## config.mk

```make
export PLATFORM = sky130hd
export DESIGN_NAME = axi_sram_slave_flat
export DESIGN_NICKNAME = d
export VERILOG_FILES = /design/src/rtl/axi_sram_slave_if.sv /design/src/rtl/axi_sram_slave.sv /design/src/flat_wrapper.sv
export SDC_FILE = /design/constraint.sdc
export NUM_CORES = 1
export LEC_CHECK = 0
export ABC_AREA = 1
export ABC_CLOCK_PERIOD_IN_PS = 2600
export BUFFER_PORTS_ARGS = -buffer_cell sky130_fd_sc_hd__buf_2
export CAP_MARGIN = 20
export CORE_MARGIN = 4
export CORE_UTILIZATION = 48
export CTS_BUF_LIST = sky130_fd_sc_hd__clkbuf_2
export DETAILED_ROUTE_END_ITERATION = 7
export GPL_ROUTABILITY_DRIVEN = 0
export MAX_ROUTING_LAYER = met4
export PLACE_DENSITY_LB_ADDON = 0.05
export SYNTH_ARGS = -nofsm -noshare
export SYNTH_HDL_FRONTEND = slang
export SYNTH_SLANG_ARGS = --single-unit
```

## constraint.sdc

```tcl
create_clock -name aclk -period 2.6 [get_ports aclk]
set_input_delay 0.39 -clock aclk [delete_from_list [all_inputs] [get_ports aclk]]
set_output_delay 0.39 -clock aclk [all_outputs]
set_load 0.02 [all_outputs]
```

## src/rtl/axi_sram_slave_if.sv

```systemverilog
// AXI3 single-beat channel bundle between the core-side bridge (master)
// and the SRAM endpoint (slave).
//   AR : arid, araddr, arlen, arsize, arvalid / arready
//   R  : rid, rdata, rresp, rlast, rvalid / rready
//   AW : awid, awaddr, awlen, awsize, awvalid / awready
//   W  : wid, wdata, wstrb, wlast, wvalid / wready
//   B  : bid, bresp, bvalid / bready
interface axi_sram_slave_if #(
  parameter int ID_WID = 4
);
  logic [ID_WID-1:0] arid;
  logic [31:0]       araddr;
  logic [7:0]        arlen;
  logic [2:0]        arsize;
  logic              arvalid;
  logic              arready;

  logic [ID_WID-1:0] rid;
  logic [31:0]       rdata;
  logic [1:0]        rresp;
  logic              rlast;
  logic              rvalid;
  logic              rready;

  logic [ID_WID-1:0] awid;
  logic [31:0]       awaddr;
  logic [7:0]        awlen;
  logic [2:0]        awsize;
  logic              awvalid;
  logic              awready;

  logic [ID_WID-1:0] wid;
  logic [31:0]       wdata;
  logic [3:0]        wstrb;
  logic              wlast;
  logic              wvalid;
  logic              wready;

  logic [ID_WID-1:0] bid;
  logic [1:0]        bresp;
  logic              bvalid;
  logic              bready;

  modport slave (
    input  arid, araddr, arlen, arsize, arvalid,
    output arready,
    output rid, rdata, rresp, rlast, rvalid,
    input  rready,
    input  awid, awaddr, awlen, awsize, awvalid,
    output awready,
    input  wid, wdata, wstrb, wlast, wvalid,
    output wready,
    output bid, bresp, bvalid,
    input  bready
  );

  modport master (
    output arid, araddr, arlen, arsize, arvalid,
    input  arready,
    input  rid, rdata, rresp, rlast, rvalid,
    output rready,
    output awid, awaddr, awlen, awsize, awvalid,
    input  awready,
    output wid, wdata, wstrb, wlast, wvalid,
    input  wready,
    input  bid, bresp, bvalid,
    output bready
  );
endinterface

```

## src/rtl/axi_sram_slave.sv

```systemverilog
// Single-beat AXI3 slave serving reads and writes from one single-port
// synchronous SRAM. Independent read FSM and write buffers share the RAM
// port through an alternating-priority arbiter.
// Ports:
//   aclk, areset : clock, synchronous active-high reset
//   axi          : AXI3 slave channels (AR/R/AW/W/B)
//   ram_en       : RAM access enable
//   ram_we       : per-byte write enable, 0 for a read
//   ram_addr     : RAM word address (byte address [RAM_AW+1:2])
//   ram_wdata    : RAM write data
//   ram_rdata    : RAM read data, valid the cycle after a read access
module axi_sram_slave #(
  parameter int ID_WID = 4,
  parameter int RAM_AW = 16
) (
  input  logic              aclk,
  input  logic              areset,
  axi_sram_slave_if.slave   axi,
  output logic              ram_en,
  output logic [3:0]        ram_we,
  output logic [RAM_AW-1:0] ram_addr,
  output logic [31:0]       ram_wdata,
  input  logic [31:0]       ram_rdata
);

  localparam logic [1:0] R_IDLE = 2'd0;
  localparam logic [1:0] R_REQ  = 2'd1;
  localparam logic [1:0] R_DATA = 2'd2;
  localparam logic [1:0] R_RESP = 2'd3;

  logic [1:0]        r_state;
  logic [ID_WID-1:0] ar_id_q;
  logic [RAM_AW-1:0] ar_addr_q;
  logic [31:0]       rdata_q;

  logic              aw_full;
  logic              w_full;
  logic [ID_WID-1:0] aw_id_q;
  logic [RAM_AW-1:0] aw_addr_q;
  logic [31:0]       w_data_q;
  logic [3:0]        w_strb_q;
  logic              bvalid_q;
  logic [ID_WID-1:0] bid_q;

  logic              prio_rd;
  logic              rd_req;
  logic              wr_req;
  logic              rd_gnt;
  logic              wr_gnt;
  logic              arready_int;
  logic              awready_int;
  logic              wready_int;

  // Handshake outputs are forced low during the reset cycle itself,
  // before the synchronous reset has cleared the state.
  assign arready_int = (r_state == R_IDLE) & ~areset;
  assign awready_int = ~aw_full & ~bvalid_q & ~areset;
  assign wready_int  = ~w_full & ~bvalid_q & ~areset;

  assign rd_req = (r_state == R_REQ) & ~areset;
  assign wr_req = aw_full & w_full & ~areset;
  assign rd_gnt = rd_req & (~wr_req | prio_rd);
  assign wr_gnt = wr_req & (~rd_req | ~prio_rd);

  assign ram_en    = rd_gnt | wr_gnt;
  assign ram_we    = wr_gnt ? w_strb_q : '0;
  assign ram_addr  = wr_gnt ? aw_addr_q : ar_addr_q;
  assign ram_wdata = wr_gnt ? w_data_q : '0;

  assign axi.arready = arready_int;
  assign axi.rid     = ar_id_q;
  assign axi.rdata   = rdata_q;
  assign axi.rresp   = '0;
  assign axi.rlast   = 1'b1;
  assign axi.rvalid  = (r_state == R_RESP) & ~areset;
  assign axi.awready = awready_int;
  assign axi.wready  = wready_int;
  assign axi.bid     = bid_q;
  assign axi.bresp   = '0;
  assign axi.bvalid  = bvalid_q & ~areset;

  always_ff @(posedge aclk) begin
    if (areset) begin
      r_state   <= R_IDLE;
      ar_id_q   <= '0;
      ar_addr_q <= '0;
      rdata_q   <= '0;
    end else begin
      case (r_state)
        R_IDLE: if (axi.arvalid) begin
          ar_id_q   <= axi.arid;
          ar_addr_q <= axi.araddr[RAM_AW+1:2];
          r_state   <= R_REQ;
        end
        R_REQ:  if (rd_gnt) r_state <= R_DATA;
        R_DATA: begin
          rdata_q <= ram_rdata;
          r_state <= R_RESP;
        end
        R_RESP: if (axi.rready) r_state <= R_IDLE;
        default: r_state <= R_IDLE;
      endcase
    end
  end

  always_ff @(posedge aclk) begin
    if (areset) begin
      aw_full   <= 1'b0;
      w_full    <= 1'b0;
      aw_id_q   <= '0;
      aw_addr_q <= '0;
      w_data_q  <= '0;
      w_strb_q  <= '0;
      bvalid_q  <= 1'b0;
      bid_q     <= '0;
      prio_rd   <= 1'b1;
    end else begin
      if (bvalid_q && axi.bready) bvalid_q <= 1'b0;
      if (wr_gnt) begin
        aw_full  <= 1'b0;
        w_full   <= 1'b0;
        bvalid_q <= 1'b1;
        bid_q    <= aw_id_q;
      end else begin
        if (axi.awvalid && awready_int) begin
          aw_full   <= 1'b1;
          aw_id_q   <= axi.awid;
          aw_addr_q <= axi.awaddr[RAM_AW+1:2];
        end
        if (axi.wvalid && wready_int) begin
          w_full   <= 1'b1;
          w_data_q <= axi.wdata;
          w_strb_q <= axi.wstrb;
        end
      end
      // Priority moves to the loser only when both sides asked together.
      if (rd_req && wr_req) prio_rd <= ~prio_rd;
    end
  end

  logic unused_inputs;
  assign unused_inputs = ^{axi.arlen, axi.arsize, axi.awlen, axi.awsize,
                           axi.wid, axi.wlast,
                           axi.araddr[31:RAM_AW+2], axi.araddr[1:0],
                           axi.awaddr[31:RAM_AW+2], axi.awaddr[1:0]};

endmodule

```

## src/flat_wrapper.sv

```systemverilog
// flat-port wrapper written by rule: the top's interface ports become plain ports
module axi_sram_slave_flat 
#(
  parameter int ID_WID = 4,
  parameter int RAM_AW = 16
)
  (aclk, areset, ram_en, ram_we, ram_addr, ram_wdata, ram_rdata, axi_arid, axi_araddr, axi_arlen, axi_arsize, axi_arvalid, axi_arready, axi_rid, axi_rdata, axi_rresp, axi_rlast, axi_rvalid, axi_rready, axi_awid, axi_awaddr, axi_awlen, axi_awsize, axi_awvalid, axi_awready, axi_wid, axi_wdata, axi_wstrb, axi_wlast, axi_wvalid, axi_wready, axi_bid, axi_bresp, axi_bvalid, axi_bready);
  axi_sram_slave_if #(.ID_WID(ID_WID)) axi_i ();
  input  logic aclk;
  input  logic areset;
  output logic ram_en;
  output logic [3:0] ram_we;
  output logic [RAM_AW-1:0] ram_addr;
  output logic [31:0] ram_wdata;
  input  logic [31:0] ram_rdata;
  input wire logic [$bits(axi_i.arid)-1:0] axi_arid;
  input wire logic [$bits(axi_i.araddr)-1:0] axi_araddr;
  input wire logic [$bits(axi_i.arlen)-1:0] axi_arlen;
  input wire logic [$bits(axi_i.arsize)-1:0] axi_arsize;
  input wire logic [$bits(axi_i.arvalid)-1:0] axi_arvalid;
  output wire logic [$bits(axi_i.arready)-1:0] axi_arready;
  output wire logic [$bits(axi_i.rid)-1:0] axi_rid;
  output wire logic [$bits(axi_i.rdata)-1:0] axi_rdata;
  output wire logic [$bits(axi_i.rresp)-1:0] axi_rresp;
  output wire logic [$bits(axi_i.rlast)-1:0] axi_rlast;
  output wire logic [$bits(axi_i.rvalid)-1:0] axi_rvalid;
  input wire logic [$bits(axi_i.rready)-1:0] axi_rready;
  input wire logic [$bits(axi_i.awid)-1:0] axi_awid;
  input wire logic [$bits(axi_i.awaddr)-1:0] axi_awaddr;
  input wire logic [$bits(axi_i.awlen)-1:0] axi_awlen;
  input wire logic [$bits(axi_i.awsize)-1:0] axi_awsize;
  input wire logic [$bits(axi_i.awvalid)-1:0] axi_awvalid;
  output wire logic [$bits(axi_i.awready)-1:0] axi_awready;
  input wire logic [$bits(axi_i.wid)-1:0] axi_wid;
  input wire logic [$bits(axi_i.wdata)-1:0] axi_wdata;
  input wire logic [$bits(axi_i.wstrb)-1:0] axi_wstrb;
  input wire logic [$bits(axi_i.wlast)-1:0] axi_wlast;
  input wire logic [$bits(axi_i.wvalid)-1:0] axi_wvalid;
  output wire logic [$bits(axi_i.wready)-1:0] axi_wready;
  output wire logic [$bits(axi_i.bid)-1:0] axi_bid;
  output wire logic [$bits(axi_i.bresp)-1:0] axi_bresp;
  output wire logic [$bits(axi_i.bvalid)-1:0] axi_bvalid;
  input wire logic [$bits(axi_i.bready)-1:0] axi_bready;
  assign axi_i.arid = axi_arid;
  assign axi_i.araddr = axi_araddr;
  assign axi_i.arlen = axi_arlen;
  assign axi_i.arsize = axi_arsize;
  assign axi_i.arvalid = axi_arvalid;
  assign axi_arready = axi_i.arready;
  assign axi_rid = axi_i.rid;
  assign axi_rdata = axi_i.rdata;
  assign axi_rresp = axi_i.rresp;
  assign axi_rlast = axi_i.rlast;
  assign axi_rvalid = axi_i.rvalid;
  assign axi_i.rready = axi_rready;
  assign axi_i.awid = axi_awid;
  assign axi_i.awaddr = axi_awaddr;
  assign axi_i.awlen = axi_awlen;
  assign axi_i.awsize = axi_awsize;
  assign axi_i.awvalid = axi_awvalid;
  assign axi_awready = axi_i.awready;
  assign axi_i.wid = axi_wid;
  assign axi_i.wdata = axi_wdata;
  assign axi_i.wstrb = axi_wstrb;
  assign axi_i.wlast = axi_wlast;
  assign axi_i.wvalid = axi_wvalid;
  assign axi_wready = axi_i.wready;
  assign axi_bid = axi_i.bid;
  assign axi_bresp = axi_i.bresp;
  assign axi_bvalid = axi_i.bvalid;
  assign axi_i.bready = axi_bready;
  axi_sram_slave #(.ID_WID(ID_WID), .RAM_AW(RAM_AW)) u_core (.aclk(aclk), .areset(areset), .axi(axi_i), .ram_en(ram_en), .ram_we(ram_we), .ram_addr(ram_addr), .ram_wdata(ram_wdata), .ram_rdata(ram_rdata));
endmodule
```

==> results.md, run 1 <==
* Io pins at about 280
* Total setup violations reported at the end of the flow at 0
* Number of nets in the layout at roughly 1100
* Family of cells with the greatest summed delay on the critical path: buffers and inverters
* Area share of and/or/nand/nor cells after synthesis at 16.3%
* Count of endpoints failing hold in the final timing report at 0
* Total of buffers placed on input and output ports at about 210
* Antenna violations before repair at 0
* CTS root buffer: clkbuf_2
* Peak fanout along the critical path at 15
* Clock latency reported for the late side of the worst-skew pair at 0.61 ns
* Setup crit end kind: primary output
* Multi-input combinational cell area at 1810 sq um
* Min-delay worst type: in -> reg
* Critical path buffers and inverters at 3
* Part of the Yosys area used for sequential elements at roughly 51%
* Result of the run: finished clean
* Max-slew violations at 0
* Die X-Extent at 107 microns
* Fmax achieved at 406 MHz
* Final design instance area without fill at 6790 sq um
* HPWL after detailed placement at 8.40 mm
* Combinational family with the most area after synthesis: compound AO/OA/AOI/OAI gates
* Global routing usage summed across all routing layers at between 20% and 30%
* Share of synthesized registers carrying an async set or reset at 0%
* Initial core utilization at between 40% and 50%
* Total vias in the final route at 5006
* Period utilisation layout at 94.7%
* Number of buffers added by the clock tree synthesis step at 17
* Type of element launching the critical path: flip-flop
* Max VDD drop at between 0.5 and 0.6 mV
* Worst hold slack after final layout at 0.0522 ns
* First DRT Iteration DRCs at 255
* Fill cells at 782
* Global-route wire length before repair at approximately 22 mm
* Register cell area after layout at 2370 sq um
* Post-Place Cells at 931
* Post-detailed-route wirelength per cell at 13.5 microns
* Yosys warning total at 0
* Cell count after synthesis at about 630
* Post-detailed-route count of antenna-violating nets at 0
* Total number of H-tree levels at 4
* Actual slew at the worst max-slew pin at 1.07 ns
* Non-filler cells in the finished layout at 1039
* Final Total Pwr at 5.19 mW
* Instance area at placement at 5720 sq um
* RSZ-0062 raised after global routing: false
* Number of global-route vias before repair at 4733
* Clock buffer depth at 2
* Post-synthesis share of cell area spent on xor and xnor gates at 0%
* Worst slew margin relative to its limit at 28.4%
* Fraction of final layout cells sized beyond drive strength 1 at 29.3%
* Clock skew at 0.0182 ns
* Critical path, cell by cell: inv_4, ha_4, nand2_2, o21ai_4, buf_12, nand2_1, o21ai_1, buf_2
* Mean number of vias per cell at 4.82
* Share of the synthesized area in compound gates (AO/OA/AOI/OAI) at 20.6%
* Stage delay of the slowest cell on the critical path at 0.40 ns
* Multiplexer area fraction after synthesis at 0%
* Crit path max-delay cell type: dfxtp_4
* Arithmetic-cell share of the synthesized area counting full adders, half adders and majority gates at 1.34%
* Total of flip-flops plus latches after synthesis at 118
* Clock edge transition at the registers on the reported setup and hold paths at 0.18 ns
* Most frequently used flop master after synthesis: dfxtp_1
* Clock sink count at 118
* Routed wire length at 14.0 mm
* Number of synthesized flops with an enable pin at 0
* Pwr per Cell Area at 765 nW/um^2
* Pin count of the biggest net entering global routing at 117
* Number of iterations in the first detailed-routing pass at 4
* Total overflow reported by the global router at 0
* Final TNS setup at 0 ns
* DRC violations left at 0
* Leak pwr at 3.29 nW
* Required time worst endpoint at 2.21 ns
* Number of antenna cells inserted at 0
* Die extent in y at 107 microns
* Layout overhead on the synthesized area at 45.7%
* Max_cap viols at 0
* Syn Area/Cell at 7.44 sq um
* Synth unique cells at 23
* Area of the core at between 9000 and 10000 sq um
* Die area at around 11000 sq um
* Clock period minus worst slack at about 2.5 ns
* Critical path type: reg -> out
* Data arrival time of the critical path at 2.07 ns
* Clock tree from TritonCTS: done
* Post-Synthesis Cell Area at 4660 sq um
* Core Rows at 35
==> stage by stage <==
step	worst slack, ns	utilization [%]
final	0.137	72.8
after global routing	0.000101	72.8
after CTS	0.00577	71.4
after detailed placement	0.631	61.4
after global placement	0.687	61.4
after floorplan	0.753	-
==> cell type report <==
| cell class | instances | area share [%] |
|---|---|---|
| repair buffers | 296 | 28.5 |
| clock buffers | 17 | 1.25 |
| flip-flops and latches | 118 | 34.9 |
| clock inverters | 15 | 2.29 |
| well taps | 129 | 2.38 |
| multi-input cells | 393 | 26.7 |
| inverters | 71 | 4.00 |
==> path summary, 6_finish.rpt <==
check	slack [ns]	end	startpoint	cells after the start
max reg2reg	0.48	u_core.axi.rdata[23]	u_core.r_state[0]	6
min reg2reg	0.46	u_core.aw_id_q[2]	u_core.aw_id_q[2]	2
max	0.14	ram_addr[1]	u_core.r_state[1]	8
min	0.05	u_core.w_data_q[27]	axi_wdata[27]	3
==> synth_stat cells (2+ instances only) <==
master | instances | area share (%)
clkbuf_1 | 28 | 2.3
nand3_1 | 10 | 1.1
clkbuf_2 | 3 | 0.32
buf_6 | 4 | 0.97
o21ai_0 | 129 | 14
dfxtp_1 | 118 | 51
ha_1 | 5 | 1.3
buf_4 | 6 | 0.97
buf_2 | 6 | 0.64
nor3_1 | 2 | 0.21
inv_2 | 2 | 0.16
nand2_1 | 26 | 2.1
conb_1 | 2 | 0.16
inv_1 | 68 | 5.5
a21oi_1 | 58 | 6.2
nor2_1 | 152 | 12
==> worst reg2reg max path: stages, from the launching register on <==
cell and delay [ns]:
dfxtp_2 0.39, inv_1 0.12, ha_1 0.88, inv_1 0.10, buf_4 0.28, nor2_1 0.18
nor2_1 0.09
==> power by group <==
group | internal (mW) | switching [mW]
logic | 0.615 | 1.10
registers | 2.15 | 0.164
clock network | 0.443 | 0.722
==> metal layers <==
| metal | vias up | track usage, % | part of all wire [%] |
|---|---|---|---|
| li1 | 2518 | - | - |
| met1 | 2262 | 27.7 | 40 |
| met2 | 205 | 41.0 | 51 |
| met3 | 21 | 7.23 | 8.2 |
| met4 | 0 | 7.31 | 1.5 |
| met5 | - | - | 0 |
==> state kept, by name, indices dropped and copies added, names as in the netlist <==
signal and flops:
u_core.axi.rdata 32, u_core.w_data_q 32, u_core.ar_addr_q 16, u_core.aw_addr_q 16, u_core.aw_id_q 4, u_core.axi.bid 4, u_core.axi.rid 4, u_core.w_strb_q 4
u_core.r_state 2, u_core.aw_full 1, u_core.bvalid_q 1, u_core.prio_rd 1, u_core.w_full 1
==> kinds of logic (layout without fill, tap and decap cells) <==
logic type,count (synthesis),after routing
compound gates,189,189
fa+ha+maj,5,5
buf+inv,118,399
flops,118,118
other cells,2,5
simple gates,194,194
==> placed cells by master, fill, tap and decap left out, types with 3 or more instances in the layout <==
cell type	instances
clkinv_4	3
clkbuf_2	17
nand2_1	26
inv_6	3
conb_1	5
buf_4	11
dfxtp_1	115
buf_2	209
ha_1	4
dlygate4sd3_1	71
clkinvlp_4	4
a21oi_1	58
nor2_1	152
inv_1	67
nand3_1	10
o21ai_0	127
==> what timing repair did <==
| item | CTS | global route |
|---|---|---|
| endpoints found under the setup margin | 16 | 52 |
| buffers inserted | 2 | 1 |
| pin swaps | 1 | 1 |
| hold endpoints to repair | 60 | 11 |
| gates resized for setup | 9 | 8 |
| gates cloned | 2 | 1 |
| hold buffers | 60 | 11 |
Note: power is estimated with default switching activity, not from simulation.
==> run 2: changes to the inputs <==
Settings changed: CORE_AREA from default to 2 2 108 110, CORE_MARGIN 4 to default, CORE_UTILIZATION 48 to default, DIE_AREA from default to 0 0 110 112.
==> results.md, run 2 (synthesis results as in run 1) <==
* Fraction of final layout cells sized beyond drive strength 1 at 29.6%
* Switching Power at 1.88 mW
* Peak fanout along the critical path at 7
* Leading cell type in the layout, fill and taps excluded: buf_2
* Fmax achieved at 402 MHz
* Number of iterations in the first detailed-routing pass at 4
* DRC violations left at 0
* Number of antenna cells inserted at 0
* Final Core Density at 66.0%
* Number of global-route vias before repair at 5151
* Post-detailed-route wirelength per cell at 13.5 microns
* Clock power share at 19.0%
* Total setup violations reported at the end of the flow at 0
* Combinational Power Share at 35.4%
* Final TNS setup at 0 ns
* Required time worst endpoint at 2.21 ns
* Total of buffers placed on input and output ports at 212
* Die area at 12300 sq um
* Family of cells with the greatest summed delay on the critical path: buffers and inverters
* Die extent in y at 112 microns
* Clock latency reported for the late side of the worst-skew pair at ~0.66 ns
* Total number of H-tree levels at 4
* Data arrival time of the critical path at 2.10 ns
* Top library cells by usage in the layout, fill and taps aside: buf_2, nor2_1, o21ai_0, dfxtp_1, dlygate4sd3_1
* Clock period minus worst slack at about 2.5 ns
* Clock skew at 0.0160 ns
* Clock buffer depth at 2
* Type of element launching the critical path: flip-flop
* Routed wire length at 14.8 mm
* Post-detailed-route count of antenna-violating nets at 0
* HPWL after detailed placement at around 8.0 mm
* Switching Share at 37.2%
* Critical path, cell by cell: nand2_1, nor2_2, o21ai_4, buf_12, buf_8, clkbuf_16, nor2_1, buf_4
* Global-route wire length before repair at about 22 mm
* Critical path buffers and inverters at 4
* Result of the run: finished clean
* Worst slew margin relative to its limit at 31.2%
* Io pins at 277
* Max_cap viols at 0
* First DRT Iteration DRCs at 294
* Min-delay worst type: in -> reg
* Initial core utilization at 41.7%
* Count of endpoints failing hold in the final timing report at 0
* Total overflow reported by the global router at 0
* Mean number of vias per cell at 4.68
* Pwr per Cell Area at just under 700 nW/um^2
* Die X-Extent at 110 microns
* Clock sink count at around 120
* Layout overhead on the synthesized area at 58.3%
* Max VDD drop at 0.601 mV
* Max-slew violations at 0
* Pin count of the biggest net entering global routing at 117
* Number of buffers added by the clock tree synthesis step at 17
* Number of nets in the layout at 1120
* RSZ-0062 raised after global routing: true
* CTS root buffer: clkbuf_2
* Clock tree from TritonCTS: done
* Leak pwr at 3.53 nW
* Core Rows at 39
* Total vias in the final route at 5126
* Global routing usage summed across all routing layers at a little under a quarter
* Internal power at 3.18 mW
* Critical path type: reg -> out
* Sequential share of power at a little under half
* Area of the core at 11200 sq um
* Period utilisation layout at 95.6%
* Setup crit end kind: primary output
* Clock edge transition at the registers on the reported setup and hold paths at between 0.1 and 0.15 ns
* Actual slew at the worst max-slew pin at 1.03 ns
* Stage delay of the slowest cell on the critical path at 0.41 ns
* Crit path max-delay cell type: dfxtp_2
* Antenna violations before repair at 0
==> run 2: cell count changes in the layout (fill, tap and decap cells not counted), sizes merged <==
cell / delta
dlygate4sd3: +38
clkbuf: +7
buf: +4
clkinvlp: -4
inv: -3
bufinv: -1
clkinv: +1
==> run 2: final timing paths <==
kind	from	to	slack, ns	cells past startpoint
setup reg to reg	u_core.r_state[1]	u_core.axi.rdata[27]	0.58	6
setup / recovery	u_core.w_full	ram_wdata[2]	0.11	8
hold reg to reg	u_core.aw_addr_q[13]	u_core.aw_addr_q[13]	0.46	2
hold / removal	areset	u_core.bvalid_q	0.10	2
==> run 2: through the flow <==
step                area, sq um  power (mW)  worst slack, ns  instances  hold WS, ns
finish                     7370        5.06            0.114       1095        0.104
global route               7370        5.43          -0.0354       1095       0.0342
floorplan                  4670        3.36            0.753        629        0.424
global placement           5750        3.85            0.620        944        0.433
detailed placement         5750        3.90            0.557        944        0.441
CTS                        7170        5.05          -0.0126       1090      0.00973
==> run 2: repair_timing <==
| action | CTS | global route |
|---|---|---|
| endpoints found under the hold margin | 109 | 0 |
| cloned | 3 | 4 |
| setup buffers | 4 | 2 |
| endpoints found under the setup margin | 52 | 52 |
| pin swaps | 1 | 2 |
| hold buffers | 109 | 0 |
| resized for setup | 22 | 49 |
==> run 2: power groups by stage <==
stage | Clock (mW) | Combinational (mW) | Sequential, mW
floorplan | 0 | 0.813 | 2.55
global placement | 0 | 1.53 | 2.32
detailed placement | 0 | 1.57 | 2.33
CTS | 1.01 | 1.74 | 2.30
global route | 1.09 | 2.00 | 2.34
finish | 0.961 | 1.79 | 2.31
==> run 2: area by class of cell <==
type	instances	area, sq um
clock buffers	22	110
clock inverters	8	60.1
fillers	952	3800
inverters	71	272
multi-input cells	393	1850
flip-flops and latches	118	2370
well taps	143	179
repair buffers	340	2530
==> run 2: routing by layer <==
metal / global-route usage (%) / vias up / share of wire, %
met5: - / - / 0
met1: 25.1 / 2325 / 41
met4: 10.1 / 0 / 1.7
li1: - / 2614 / -
met2: 40.7 / 164 / 51
met3: 6.73 / 23 / 6.7
